[src/rtl/cond_pkg.sv]
// Shared constants and helpers for the input conditioner and its synchronizer.
package cond_pkg;
  localparam int SYNC_STAGES_DEF = 2;
  localparam int DEBOUNCE_DEF    = 4;
  localparam int CNT_W_DEF       = 8;

  // Debounce counter width: enough to hold DEBOUNCE_CYCLES-1, never narrower than 1 bit.
  function automatic int deb_cnt_w(input int cycles);
    return (cycles <= 2) ? 1 : $clog2(cycles);
  endfunction
endpackage

[src/rtl/sync_chain.sv]
// Multi-flop synchronizer for one asynchronous bit; q is the last flop of the chain.
module sync_chain
  import cond_pkg::*;
#(
  parameter int SYNC_STAGES = SYNC_STAGES_DEF
) (
  input  logic clk,
  input  logic reset,
  input  logic d,
  output logic q
);

  logic [SYNC_STAGES-1:0] ff;

  always_ff @(posedge clk or negedge reset) begin
    if (!reset) begin
      ff <= '0;
    end else begin
      ff <= {ff[SYNC_STAGES-2:0], d};
    end
  end

  assign q = ff[SYNC_STAGES-1];

endmodule

[src/rtl/input_conditioner.sv]
// Synchronizes and debounces one raw input, then derives rise/fall pulses, a toggle and a rise counter.
module input_conditioner
  import cond_pkg::*;
#(
  parameter int SYNC_STAGES     = SYNC_STAGES_DEF,
  parameter int DEBOUNCE_CYCLES = DEBOUNCE_DEF,
  parameter int CNT_W           = CNT_W_DEF
) (
  input  logic             clk,
  input  logic             reset,
  input  logic             din,
  input  logic             en,
  input  logic             clr,
  output logic             level,
  output logic             rise,
  output logic             fall,
  output logic             toggle,
  output logic [CNT_W-1:0] edge_cnt
);

  localparam int CW = deb_cnt_w(DEBOUNCE_CYCLES);

  logic          s;
  logic [CW-1:0] cnt;
  logic [CW-1:0] cnt_next;
  logic          level_next;
  logic          rise_evt;
  logic          fall_evt;

  sync_chain #(.SYNC_STAGES(SYNC_STAGES)) u_sync (
    .clk   (clk),
    .reset (reset),
    .d     (din),
    .q     (s)
  );

  // A sample that matches level, or a disabled cycle, throws away any partial count.
  always_comb begin
    cnt_next   = '0;
    level_next = level;
    rise_evt   = 1'b0;
    fall_evt   = 1'b0;
    if (en && (s != level)) begin
      if (cnt == CW'(DEBOUNCE_CYCLES - 1)) begin
        level_next = s;
        rise_evt   = s;
        fall_evt   = ~s;
      end else begin
        cnt_next = cnt + CW'(1);
      end
    end
  end

  always_ff @(posedge clk or negedge reset) begin
    if (!reset) begin
      cnt      <= '0;
      level    <= 1'b0;
      rise     <= 1'b0;
      fall     <= 1'b0;
      toggle   <= 1'b0;
      edge_cnt <= '0;
    end else begin
      cnt   <= cnt_next;
      level <= level_next;
      rise  <= rise_evt;
      fall  <= fall_evt;
      if (rise_evt) begin
        toggle <= ~toggle;
      end
      // clr beats a simultaneous rise: that event is not counted.
      if (clr) begin
        edge_cnt <= '0;
      end else if (rise_evt) begin
        edge_cnt <= edge_cnt + CNT_W'(1);
      end
    end
  end

endmodule

[config.mk]
export PLATFORM = sky130hd
export DESIGN_NAME = input_conditioner
export DESIGN_NICKNAME = d
export VERILOG_FILES = /design/src/rtl/cond_pkg.sv /design/src/rtl/sync_chain.sv /design/src/rtl/input_conditioner.sv
export SDC_FILE = /design/constraint.sdc
export NUM_CORES = 1
export LEC_CHECK = 0
export ABC_CLOCK_PERIOD_IN_PS = 1800
export BUFFER_PORTS_ARGS = -buffer_cell sky130_fd_sc_hd__buf_2
export CAP_MARGIN = 20
export CORE_ASPECT_RATIO = 1.1
export CORE_MARGIN = 10
export CORE_UTILIZATION = 24
export CTS_BUF_LIST = sky130_fd_sc_hd__clkbuf_8
export DETAILED_ROUTE_END_ITERATION = 7
export GPL_ROUTABILITY_DRIVEN = 1
export SYNTH_ARGS = -nofsm -noshare
export SYNTH_HDL_FRONTEND = slang
export SYNTH_SLANG_ARGS = --single-unit
[constraint.sdc]
create_clock -name clk -period 1.8 [get_ports clk]
set_clock_uncertainty 0.15 [all_clocks]
set_input_delay 0.36 -clock clk [delete_from_list [all_inputs] [get_ports clk]]
set_output_delay 0.36 -clock clk [all_outputs]
set_load 0.005 [all_outputs]
==> parameters.txt <==
Parameter                              Value

Floorplan
  Initial core utilization    0.2500
  Die span in x    71.06 um
  Die area    5412 sq um
  Site row count    20
  Area inside the core boundary    2753 sq um
  Boundary pin count    17
  Die Span Y    76.16 um

Detailed routing
  Total Wirelength    1.369 mm
  First-pass iteration count of the detailed router    3
  DRC violation total after the first TritonRoute iteration    6
  WL per Instance    12.22 um
  Number of nets still failing antenna checks after routing    0
  Routed length on met1    577 um
  Post-detailed-route DRC marker count    0
  Routed length on met3    58 um
  Top metal layer carrying routed signals    met3
  Length of routed met2 wiring    734 um
  Total via count in the routed design    486
  Vias per cell    4.339

Logic synthesis
  Cell Area, Synth    688.2 sq um
  Leading cell types by count after synthesis    dfrtp_1 (16), a21oi_1 (5), nand2_1 (4)
  Cell accounting for the most synthesized area    dfrtp_1
  Ranking of synthesized cells by area    dfrtp_1 (58%), a21oi_1 (3.6%), ha_1 (3.6%), nand4b_4 (3.5%), mux2_1 (3.3%)
  Mean cell area of the mapped netlist    11.66 sq um
  Synthesized Nets    66
  Synth top area share    0.5818
  Most numerous cell in the Yosys netlist    dfrtp_1
  Portion of the post-synthesis area used by sequential elements    0.5818
  Number of enable flip-flop cells after synthesis    0
  Primary FF master, synth    dfrtp_1
  Share of async-settable or async-resettable flops after synthesis    1.000
  Cell count after synthesis    59
  Synth warn    0
  Synth cell types    24
  Synth Register Bits    16

Timing
  Final setup viols    0
  Fmax    593.6 MHz
  Final Hold Vio Count    0
  Worst-case hold slack    0.06876 ns
  Final worst path period share    0.9360
  Pins over their slew limit    0
  Least-Margin Pin Slew    0.3506 ns
  Clock period minus final worst setup slack    1.685 ns
  Worst max-slew margin expressed relative to the limit    0.7663

Final layout
  Share of layout cells above drive strength 1    0.3165
  Final antenna diode count    0
  Layout Nets    87
  Area grow syn2layout    27.82%
  Fill cells    309

Pwr
  Proportion of power drawn by flip-flops and latches    0.516
  Leakage dissipation    0.4531 nW
  Switching part of the total    0.2097
  Relative contribution of the clock network to total power    0.409
  Final Power    0.7624 mW
  Sw Pwr    0.1599 mW
  Internal Dissipation    0.6025 mW
  Combinational share of power    0.075
  Worst supply voltage drop on vdd    0.0003226 V
  Pwr dens    866.8 nW/um^2

Setup path
  Arrival time of data at the critical path endpoint    1.66 ns
  Max FO, Critical Path    9
  Reg-to-reg setup timing slack    0.12 ns
  Worst reg2reg startpoint    cnt[0]$_DFF_PN0_
  Kind of critical path    flip-flop to flip-flop
  Number of cells on the worst reg-to-reg path    4
  Required time reported for the critical path endpoint    1.77 ns
  Kind of end point of the critical path    flip-flop
  R2r endpoint    edge_cnt[7]$_DFFE_PN0P_
  Startpoint type of the worst setup path    flip-flop

Global routing
  Largest net degree at the start of global routing    17
  First-pass GRT wire length    2.470 mm
  Total Routing Usage GR    0.05401
  Remaining Overflow, GRT    0
  Antenna violations before repair    0
  Vias in the first global route    563

Run
  Max Cap Violations    0

Place
  HPWL Detailed    1.071 mm
  Port Buffer Count    16
  Final weighted congestion in routability-driven placement    0.7932

CTS
  Clock latency at the later pin of the worst-skew pair    0.24 ns
  Clock tree root buffer cell    clkbuf_8
  Number of clock buffers inserted by TritonCTS    3
  Clock tree from TritonCTS    done
  Max H-tree Level    1
  Clock slew at the register clock pins of the worst setup and hold paths    0.06 ns
  CTS max path bufs    2
  Number of clock sinks seen by CTS    16

Worst hold path
  Hold Crit Start    din
  Worst hold path cell count    1
  Hold crit path type    input pin to flip-flop
  Worst Hold Endpoint    u_sync.ff[0]$_DFF_PN0_

Run status
  Status    finished, final reports clean
[cells by family (layout without fill, tap and decap cells)]
logic type,count (synthesis),count (layout),synth area share
multiplexers,3,3,0.04727
AND/OR/NAND/NOR,21,21,0.1891
XOR/XNOR,3,3,0.03819
adder cells (fa/ha/maj),2,2,0.03636
flip-flops,16,16,0.5818
AO/OA/AOI/OAI,10,10,0.07998
buffers and inverters,4,24,0.02726
[routing by layer]
metal | vias up | track usage
met5 | - | 0
met4 | 0 | 0.01744
met3 | 0 | 0.01953
met2 | 5 | 0.09804
met1 | 233 | 0.05498
li1 | 248 | -
[through the flow]
step                  util  instance area, sq um  setup slack, ns  setup TNS (ns)  cells
finish              0.3195                 879.6           0.1152               0    112
global route        0.3195                 879.6       -0.0005274      -0.0005274    112
CTS                 0.3164                 870.8          0.04705               0    112
detailed placement  0.2927                 805.8          0.05525               0    107
global placement    0.2927                 805.8           0.1302               0    107
floorplan                -                 688.2           0.2126               0     59
[flip-flops by register name (all words and copies together) (netlist names)]
signal	cells
cnt	2
fall	1
toggle	1
rise	1
level	1
edge_cnt	8
u_sync.ff	2
[layout make-up]
class | count | area [sq um] | share of cell area
well taps | 33 | 41.29 | 0.04694
clock buffers | 4 | 55.05 | 0.06259
multi-input cells | 39 | 277.8 | 0.3158
repair buffers | 18 | 97.59 | 0.1110
inverters | 2 | 7.507 | 0.008535
flip-flops and latches | 16 | 400.4 | 0.4552
[placed cells by master (no fill, tap or decap), drive strengths merged]
cell | Yosys | routed
buf | 2 | 17
dfrtp | 16 | 16
a21oi | 5 | 5
nand2 | 4 | 4
clkbuf | 0 | 4
nor2 | 3 | 3
nand3 | 3 | 3
o21ai | 3 | 3
or3 | 3 | 3
xor2 | 2 | 2
mux2 | 2 | 2
o31ai | 2 | 2
or4 | 2 | 2
inv | 2 | 2
ha | 2 | 2
nor3 | 1 | 1
nand4b | 1 | 1
nor3b | 1 | 1
and3 | 1 | 1
xnor2 | 1 | 1
nor2b | 1 | 1
nor4 | 1 | 1
mux2i | 1 | 1
dlygate4sd3 | 0 | 1
[critical path, cell delays in order (launching register included)]
cell and delay (ns):
dfrtp_1 0.35, ha_2 0.22, nand4b_4 0.17, nor4_2 0.31
mux2_1 0.36
[worst max-delay path by stage]
stage                     startpoint                       to  slack (ns)  depth (start not counted)
floorplan           cnt[0]$_DFF_PN0_  edge_cnt[7]$_DFFE_PN0P_        0.21                          4
global placement    cnt[0]$_DFF_PN0_  edge_cnt[7]$_DFFE_PN0P_        0.13                          4
detailed placement  cnt[0]$_DFF_PN0_  edge_cnt[7]$_DFFE_PN0P_        0.06                          4
CTS                 cnt[0]$_DFF_PN0_  edge_cnt[7]$_DFFE_PN0P_        0.05                          4
global route        cnt[0]$_DFF_PN0_  edge_cnt[7]$_DFFE_PN0P_     -0.0005                          4
finish              cnt[0]$_DFF_PN0_  edge_cnt[7]$_DFFE_PN0P_        0.12                          4
[power by group through the flow]
stage / Sequential (mW) / Combinational [mW] / Clock [mW]
after floorplan: 0.399 / 0.0289 / 0
after global placement: 0.399 / 0.0564 / 0
after detailed placement: 0.400 / 0.0574 / 0
after CTS: 0.393 / 0.0592 / 0.322
after global routing: 0.396 / 0.0662 / 0.339
final: 0.393 / 0.0572 / 0.312
[repair_timing]
item / CTS / global route
hold endpoints to repair: 16 / 0
buffers inserted: 0 / 0
resized for setup: 0 / 2
setup endpoints to repair: 0 / 1
hold buffers: 1 / 0
Note: power is estimated with default switching activity, not from simulation.
